[src/rtl/qformat_mac.sv]
// Pipelined signed Q(INT_BITS).(FRAC_BITS) multiply-accumulate with valid/ready handshakes.
// Stage 1 registers the product; stage 2 accumulates and loads the rounded, saturated result.
module qformat_mac #(
  parameter int INT_BITS   = 7,
  parameter int FRAC_BITS  = 8,
  parameter int GUARD_BITS = 4,
  parameter int ROUND_MODE = 1,
  parameter int SAT_EN     = 1,
  localparam int W         = 1 + INT_BITS + FRAC_BITS,
  localparam int ACC_W     = 2 * W + GUARD_BITS
) (
  input  logic         clk,
  input  logic         rst_n,
  input  logic         in_valid,
  output logic         in_ready,
  input  logic [W-1:0] in_a,
  input  logic [W-1:0] in_b,
  input  logic         in_first,
  input  logic         in_last,
  output logic         out_valid,
  input  logic         out_ready,
  output logic [W-1:0] out_data,
  output logic         out_ovf
);

  localparam logic [ACC_W:0] HALF = (ACC_W + 1)'(1) << (FRAC_BITS - 1);

  logic                      en;
  logic                      s1_valid;
  logic                      s1_first;
  logic                      s1_last;
  logic signed [2*W-1:0]     s1_prod;
  logic signed [ACC_W-1:0]   acc;
  logic signed [ACC_W-1:0]   acc_next;
  logic signed [ACC_W-1:0]   prod_ext;
  logic signed [ACC_W:0]     r_sum;
  logic signed [ACC_W:0]     r;
  logic [ACC_W-W+1:0]        r_top;
  logic                      res_ovf;
  logic [W-1:0]              res_data;

  assign en       = !out_valid || out_ready;
  assign in_ready = en;

  always_comb begin
    prod_ext = ACC_W'(s1_prod);
    acc_next = s1_first ? prod_ext : acc + prod_ext;
  end

  // One extra bit above the accumulator keeps the rounding add from wrapping.
  always_comb begin
    r_sum = {acc_next[ACC_W-1], acc_next};
    if (ROUND_MODE != 0) begin
      r_sum = r_sum + HALF;
    end
    r = r_sum >>> FRAC_BITS;
  end

  // Result fits in W bits only when every bit from the W-1 position upward matches the sign.
  always_comb begin
    r_top   = r[ACC_W:W-1];
    res_ovf = !((&r_top) || !(|r_top));
    if (res_ovf && (SAT_EN != 0)) begin
      res_data = r[ACC_W] ? {1'b1, {(W-1){1'b0}}} : {1'b0, {(W-1){1'b1}}};
    end else begin
      res_data = r[W-1:0];
    end
  end

  always_ff @(posedge clk or negedge rst_n) begin
    if (!rst_n) begin
      s1_valid  <= 1'b0;
      s1_first  <= 1'b0;
      s1_last   <= 1'b0;
      s1_prod   <= '0;
      acc       <= '0;
      out_valid <= 1'b0;
      out_data  <= '0;
      out_ovf   <= 1'b0;
    end else if (en) begin
      s1_valid <= in_valid;
      if (in_valid) begin
        s1_prod  <= $signed(in_a) * $signed(in_b);
        s1_first <= in_first;
        s1_last  <= in_last;
      end
      if (s1_valid) begin
        acc <= acc_next;
      end
      out_valid <= s1_valid && s1_last;
      if (s1_valid && s1_last) begin
        out_data <= res_data;
        out_ovf  <= res_ovf;
      end
    end
  end

endmodule

[config.mk]
export PLATFORM = sky130hd
export DESIGN_NAME = qformat_mac
export DESIGN_NICKNAME = d
export VERILOG_FILES = /design/src/rtl/qformat_mac.sv
export SDC_FILE = /design/constraint.sdc
export NUM_CORES = 1
export LEC_CHECK = 0
export ABC_AREA = 0
export CELL_PAD_IN_SITES_DETAIL_PLACEMENT = 1
export CELL_PAD_IN_SITES_GLOBAL_PLACEMENT = 2
export CORE_ASPECT_RATIO = 1.1
export CORE_MARGIN = 10
export CORE_UTILIZATION = 44
export DETAILED_ROUTE_END_ITERATION = 10
export PLACE_DENSITY = 0.95
export SETUP_SLACK_MARGIN = 0.05
export SYNTH_ARGS = -nofsm -noshare
export SYNTH_HDL_FRONTEND = slang
export SYNTH_SLANG_ARGS = --single-unit
[constraint.sdc]
create_clock -name clk -period 10.2 [get_ports clk]
set_input_delay 2.04 -clock clk [delete_from_list [all_inputs] [get_ports clk]]
set_output_delay 2.04 -clock clk [all_outputs]
set_load 0.01 [all_outputs]
; Word-level counts from Yosys, hierarchy flattened
; Index checks and enable logic that the tools add are counted.
[classes]
add_sub_neg = 2
n_reduce_logical = 11
n_mux = 3
multipliers = 1
[op_table]
columns = op, n
row1 = $add 36x9->37 const B, 1
row2 = $add 36x32->36, 1
row3 = $mux 36, 1
row4 = $mul 16x16->32, 1
row5 = $mux 16, 2
row6 = $reduce_and 14->1, 1
row7 = $reduce_or 14->1, 1
row8 = $reduce_and 2->1, 3
row9 = $logic_not 1->1, 3
row10 = $logic_or 1x1->1, 2
row11 = $logic_and 1x1->1, 1
[totals]
out_inout_bits = 19
input_bits = 38
wordCells = 25
regBits = 89

; Longest topological paths before layout
[logic_depth]
depth_word = 7
depth_mapped = 26

; Worst setup path before layout
; No wires, ideal clock.
[synth_timing]
kind = input to register
from = input port in_a[10]
to = register s1_prod[31]
n_path_buf = 1
stages = 23
setup_time_ns = 0.087
path_slack_ns = 2.211
t_arrival_ns = 7.903
t_required_ns = 10.113
cell_sequence = clkbuf_1 -> nand2_1 -> fa_1 -> fa_1 -> fa_1 -> fa_1 -> inv_1 -> fa_1 -> inv_1 -> fa_1 -> inv_1 -> ha_1 -> a21o_1 -> a21oi_1 -> nand2b_1 -> a21oi_1 -> o21a_1 -> nor3_1 -> nor2_1 -> a311oi_1 -> nor3_1 -> or4_1 -> o211ai_1
[synth_between]
elab_chain_cells = 1
[synth_lines]
columns = element, line
row1 = from (decl), 16  ; input logic [W-1:0] in_a,
row2 = $mul 16x16->32, 83  ; s1_prod <= $signed(in_a) * $signed(in_b);
row3 = to (signal assigned), 83
row4 = to (decl), 32  ; logic signed [2*W-1:0] s1_prod;
; No other way between the ends.
; A chain may end at the register's enable or synchronous reset.

; Worst setup path after layout
[layout_timing]
from = input port in_a[5]
to = register s1_prod[28]
; The elaborated chain is that of the path after synthesis.

==> results.py <==
metrics = {
    "status": {
        "outcome": "finished, final reports clean",
    },
    "floorplan": {
        "ios": 57,
        "die_h_um": 225,
        "start_util_pct": 44.9,
        "die_x_um": 206,
        "die-area_sq_mm": 0.0464,
        "row_count": 74,
        "core_area_sq_mm": 0.0374,
    },
    "cts": {
        "hold_buffers": 0,
        "cts_buffers": 9,
        "clockBufferDepth": 2,
        "cts_tree": "done",
        "cts-htree-levels": 3,
        "cts_resized": 0,
        "cts.sinks": 89,
        "clk_latency_ns": 0.35,
        "postCtsSetupRepairBufs": 0,
        "cts_root_buf": "clkbuf_16",
        "path_clk_slew_ns": 0.07,
    },
    "sta": {
        "finalHoldViolations": 0,
        "finClkSkew_ns": 0.00761,
        "maxSlewHeadroom_pct": 22.6,
        "grt_setup_unrepaired": "no",
        "fin_crit_ns": 8.91,
        "fin_crit_sh_pct": 87.4,
        "maxSlewViolCount": 0,
        "tns_ns": 0,
        "clock.fmax_mhz": 112,
        "worst_slew_pin_slew_ns": 1.16,
        "setup_viol": 0,
    },
    "logic_synthesis": {
        "ys_seq_elements": 89,
        "syn_inst": 1905,
        "synthArstFlopShare_pct": 100,
        "synth_edf_count": 0,
        "synth_nets": 2324,
        "yosysSeqAreaShare_pct": 13.3,
        "ys.flop_type": "dfrtp_1",
        "synthesis.area_sq_mm": 0.0168,
        "syn_area_per_cell_sq_um": 8.81,
        "ys_types": 105,
        "ys_warn_count": 0,
    },
    "placed_design": {
        "dp.final_hpwl_um": 39400,
        "globalplace.congestion": 0.919,
        "port_buffers": 56,
        "placed_cells_incl_taps": 2395,
    },
    "cells_and_area": {
        "mostFrequentLayoutCells": "inv_1, nand2_1, fa_1, and2_1, ha_1",
        "area_growth_pct": 7.43,
        "nets": 2331,
        "antenna_cells": 0,
        "fillCellCount": 4421,
        "layout_commonest_cell": "inv_1",
        "drive_above_1_share_pct": 4.85,
        "instances_no_fill": 2411,
    },
    "setup_path": {
        "worst_setup_path_start_kind": "input port",
        "critical_path_class": "in -> reg",
        "crit_fanout": 16,
        "worstPathArrival_ns": 9.11,
        "regToRegSetupSlack_ns": 4.68,
        "end_kind": "flop",
        "cp.required_ns": 10.39,
    },
    "global_routing": {
        "grt_pass1_vias": 14800,
        "grt_use_total_pct": 20.5,
        "overflow": 0,
        "grt_max_degree": 79,
        "antenna_found_initial": 0,
        "grt_first_pass_wirelength_um": 77000,
    },
    "job": {
        "maxCapViolCount": 0,
    },
    "detailed_routing": {
        "wl_um": 47200,
        "dr_wl_met2_um": 23500,
        "drt-initial-drc-count": 670,
        "wire_per_inst_um": 19.6,
        "topRoutingLayerUsed": "met4",
        "wl_met1_um": 21400,
        "avgViaCountPerCell": 5.54,
        "postRouteAntennaNets": 0,
        "first_pass_iters": 6,
        "wl_met3_um": 1460,
        "vias": 13400,
        "drc": 0,
    },
    "min_path": {
        "hold_path_class": "reg -> reg",
    },
}
area by class of cell:
cell class	count	area (sq um)	share of cell area, %
flip-flops and latches	89	2230	12.4
repair buffers	72	678	3.76
well taps	494	618	3.43
clock inverters	7	103	0.569
inverters	309	1160	6.43
multi-input cells	1431	13000	72.2
clock buffers	9	225	1.25
final timing paths:
check / from / end / depth (start not counted)
setup / recovery: in_a[5] / s1_prod[28] / 23
hold / removal: out_data[15] / out_data[15] / 2
setup reg to reg: s1_first / out_data[1] / 12
hold reg to reg: out_data[15] / out_data[15] / 2
max in group asynchronous: rst_n / s1_prod[27] / 2
min in group asynchronous: rst_n / acc[7] / 1
metrics by stage:
stage,cell area [sq um],hold WS [ns],worst slack [ns],util [%]
2_1_floorplan,16800,0.445,2.21,-
3_3_place_gp,17700,0.463,1.14,47.3
3_5_place_dp,17700,0.479,0.924,47.3
4_1_cts,18000,0.496,1.30,48.2
5_1_grt,18000,0.527,0.918,48.2
6_report,18000,0.489,1.29,48.2
state kept, by name (all words and copies together) (netlist names):
name / flops
out_data: 16
out_valid: 1
s1_prod: 32
s1_last: 1
acc: 36
out_ovf: 1
s1_valid: 1
s1_first: 1
per-layer routing:
layer / vias up / GRT usage [%]
met4: 0 / 5.11
met3: 58 / 2.07
li1: 6192 / -
met1: 6841 / 26.2
met5: - / 0
met2: 266 / 36.2
kinds of logic (layout without fill, tap and decap cells):
family / count (synthesis) / in the layout / share of synthesized area [%]
DFF: 89 / 89 / 13.3
and+or+nand+nor: 644 / 644 / 19.0
xor gates and xnor gates: 58 / 58 / 3.07
buffers and inverters: 385 / 397 / 9.20
muxes: 24 / 24 / 1.55
AOI/OAI and AO/OA: 324 / 324 / 13.8
adders and majority gates: 381 / 381 / 40.2
worst max-delay path, stage by stage:
cell	delay, ns
clkdlybuf4s50_1	0.75
and2_1	0.33
fa_1	0.51
inv_1	0.05
fa_1	0.39
fa_1	0.53
fa_1	0.56
inv_1	0.06
fa_1	0.53
inv_1	0.05
fa_1	0.53
inv_1	0.05
ha_1	0.34
a21o_1	0.19
a21oi_1	0.25
nand2b_1	0.17
o2111ai_1	0.19
a311oi_1	0.39
o21ai_0	0.29
a211oi_1	0.47
a22oi_1	0.15
xnor2_1	0.17
o21ai_0	0.09
synth_stat cells, drive strengths merged, types with 18 or more instances:
| cell | number | area [sq um] |
|---|---|---|
| a21o | 18 | 135 |
| a21oi | 64 | 332 |
| and2 | 131 | 822 |
| buf | 22 | 169 |
| clkbuf | 52 | 195 |
| dfrtp | 89 | 2230 |
| fa | 263 | 5270 |
| ha | 118 | 1480 |
| inv | 309 | 1160 |
| nand2 | 268 | 1010 |
| nand3 | 26 | 130 |
| nor2 | 92 | 345 |
| nor3 | 33 | 175 |
| o21a | 25 | 189 |
| o21ai | 90 | 458 |
| xnor2 | 34 | 298 |
| xor2 | 24 | 218 |
Power is not shown: default switching activity piles up to over one toggle a cycle in this logic, so the estimate is an artifact.
==> variant: new RTL, same settings <==
The parameter `ROUND_MODE` goes from 1 to 0.
--- a/src/rtl/qformat_mac.sv
+++ b/src/rtl/qformat_mac.sv
@@ -4,7 +4,7 @@
   parameter int INT_BITS   = 7,
   parameter int FRAC_BITS  = 8,
   parameter int GUARD_BITS = 4,
-  parameter int ROUND_MODE = 1,
+  parameter int ROUND_MODE = 0,
   parameter int SAT_EN     = 1,
   localparam int W         = 1 + INT_BITS + FRAC_BITS,
   localparam int ACC_W     = 2 * W + GUARD_BITS
Formal check against the unedited RTL: not equivalent (a bounded check fails within 4 cycles, from zero or initial values and one cycle with rst_n low).
==> variant against the original RTL <==
Hold slack worse by 3.0 ps; sequential cell count unchanged; setup slack better by 480 ps; cell area down 5.9%; synthesized cell count down 4.9%; routed wire length down 11%; maximum frequency up 5.7%; area after synthesis down 6.2%; critical endpoint unchanged; largest cell class unchanged.
Power is not shown: default switching activity piles up to over one toggle a cycle in this logic, so the estimate is an artifact.
==> variant: results (changes against the original RTL) <==
==================================================================================
Status                                                                   completed   unchanged
Storage cell area                                                       2230 sq um   about the same
Number of standard cells after synthesis                                      1811   was 1905
Initial drt markers                                                            561   was 670
Register-to-Register Path Depth                                                 13   was 12
Critical Path Start                                                        in_a[8]   was in_a[5]
Met2 Wirelength                                                            20.9 mm   was 23.5 mm
Final HPWL from detailed placement                                         35.0 mm   was 39.4 mm
Worst reg2reg setup slack                                                  5720 ps   was 4680 ps
Length of routed met3 wiring                                               1.24 mm   was 1.46 mm
Top cells by area, synth                                              sky130_fd_sc_hd__fa_1, sky130_fd_sc_hd__dfrtp_1, sky130_fd_sc_hd__ha_1, sky130_fd_sc_hd__inv_1, sky130_fd_sc_hd__nand2_1   unchanged
Share of final-layout standard cells stronger than drive strength 1         0.0237   was 0.0485
Total detailed-routing wirelength                                          41.9 mm   was 47.2 mm
Proportion of cell area occupied by registers                                0.131   was 0.124
Post-placement worst setup slack                                           1430 ps   was 924 ps
Post-placement cell count                                                     2278   was 2395
Layout buffer count excluding clock buffers                                     61   was 72
Global-route usage over all layers                                           0.195   was 0.205
Critical path data arrival time                                            8730 ps   was 9110 ps
Multi-input gate area in the final layout                              12000 sq um   was 13000 sq um
Clock Latency Late Sink                                                     370 ps   was 350 ps
Clock network share of area                                                 0.0188   was 0.0182
Via count of the first global-routing pass                                   13800   was 14800
GRT met2 Usage                                                               0.351   was 0.362
Cell variety after synth                                                        68   was 105
Net count of the mapped netlist                                               2229   was 2324
Total vias in the final route                                                12100   was 13400
Worst flop-to-flop path startpoint                                    s1_prod[0]$_DFFE_PN0P_   was s1_first$_DFFE_PN0P_
TritonRoute pass-1 iters                                                         5   was 6
Synth Area in Compound Gates                                                 0.125   was 0.138
List of most frequent post-synthesis cells                            sky130_fd_sc_hd__inv_1, sky130_fd_sc_hd__fa_1, sky130_fd_sc_hd__nand2_1, sky130_fd_sc_hd__and2_1, sky130_fd_sc_hd__ha_1   was sky130_fd_sc_hd__inv_1, sky130_fd_sc_hd__nand2_1, sky130_fd_sc_hd__fa_1, sky130_fd_sc_hd__and2_1, sky130_fd_sc_hd__ha_1
GR Util met1                                                                 0.247   was 0.262
Maximum number of pins on one net before global-route repair                    78   was 79
Mux contribution to synthesized area                                       0.00660   was 0.0155
Standard cell area after detailed placement                            16600 sq um   was 17700 sq um
Actual slew at the worst max-slew pin                                       989 ps   was 1160 ps
Fin Clk Skew                                                               7.24 ps   was 7.61 ps
Total of fill cells in the finished design                                    4136   was 4421
Gp weighted congestion                                                       0.896   was 0.919
Fraction of the yosys area taken by sequential cells                         0.141   was 0.133
XOR/XNOR share of the synthesized area                                      0.0317   was 0.0307
Wire length of the first global-routing pass                               70.5 mm   was 77.0 mm
Post-route minimum period                                                  8430 ps   was 8910 ps
Adder-cell share of the synthesized area                                     0.427   was 0.402
Vias per inst                                                                 5.28   was 5.54
==================================================================================
==> variant: cell count changes in the layout (fill, tap and decap cells not counted), sizes merged, moves of 11 or more <==
cell,delta
a21o,+17
a21oi,+20
a221o,-15
buf,-11
inv,+16
mux2,-13
nand2,-12
nor2,-23
nor3,-17
o21a,-20
o21ai,+12
==> variant: worst min path at each step <==
stage                             startpoint                  endpoint  slack [ps]  cells after the start
finish                    acc[2]$_DFFE_PN0P_        acc[2]$_DFFE_PN0P_         490                      2
global route              acc[8]$_DFFE_PN0P_        acc[8]$_DFFE_PN0P_         520                      2
CTS                 out_data[14]$_DFFE_PN0P_  out_data[14]$_DFFE_PN0P_         490                      2
detailed placement  out_data[14]$_DFFE_PN0P_  out_data[14]$_DFFE_PN0P_         480                      2
global placement          acc[7]$_DFFE_PN0P_        acc[7]$_DFFE_PN0P_         470                      2
floorplan                 acc[0]$_DFFE_PN0P_        acc[0]$_DFFE_PN0P_         450                      2
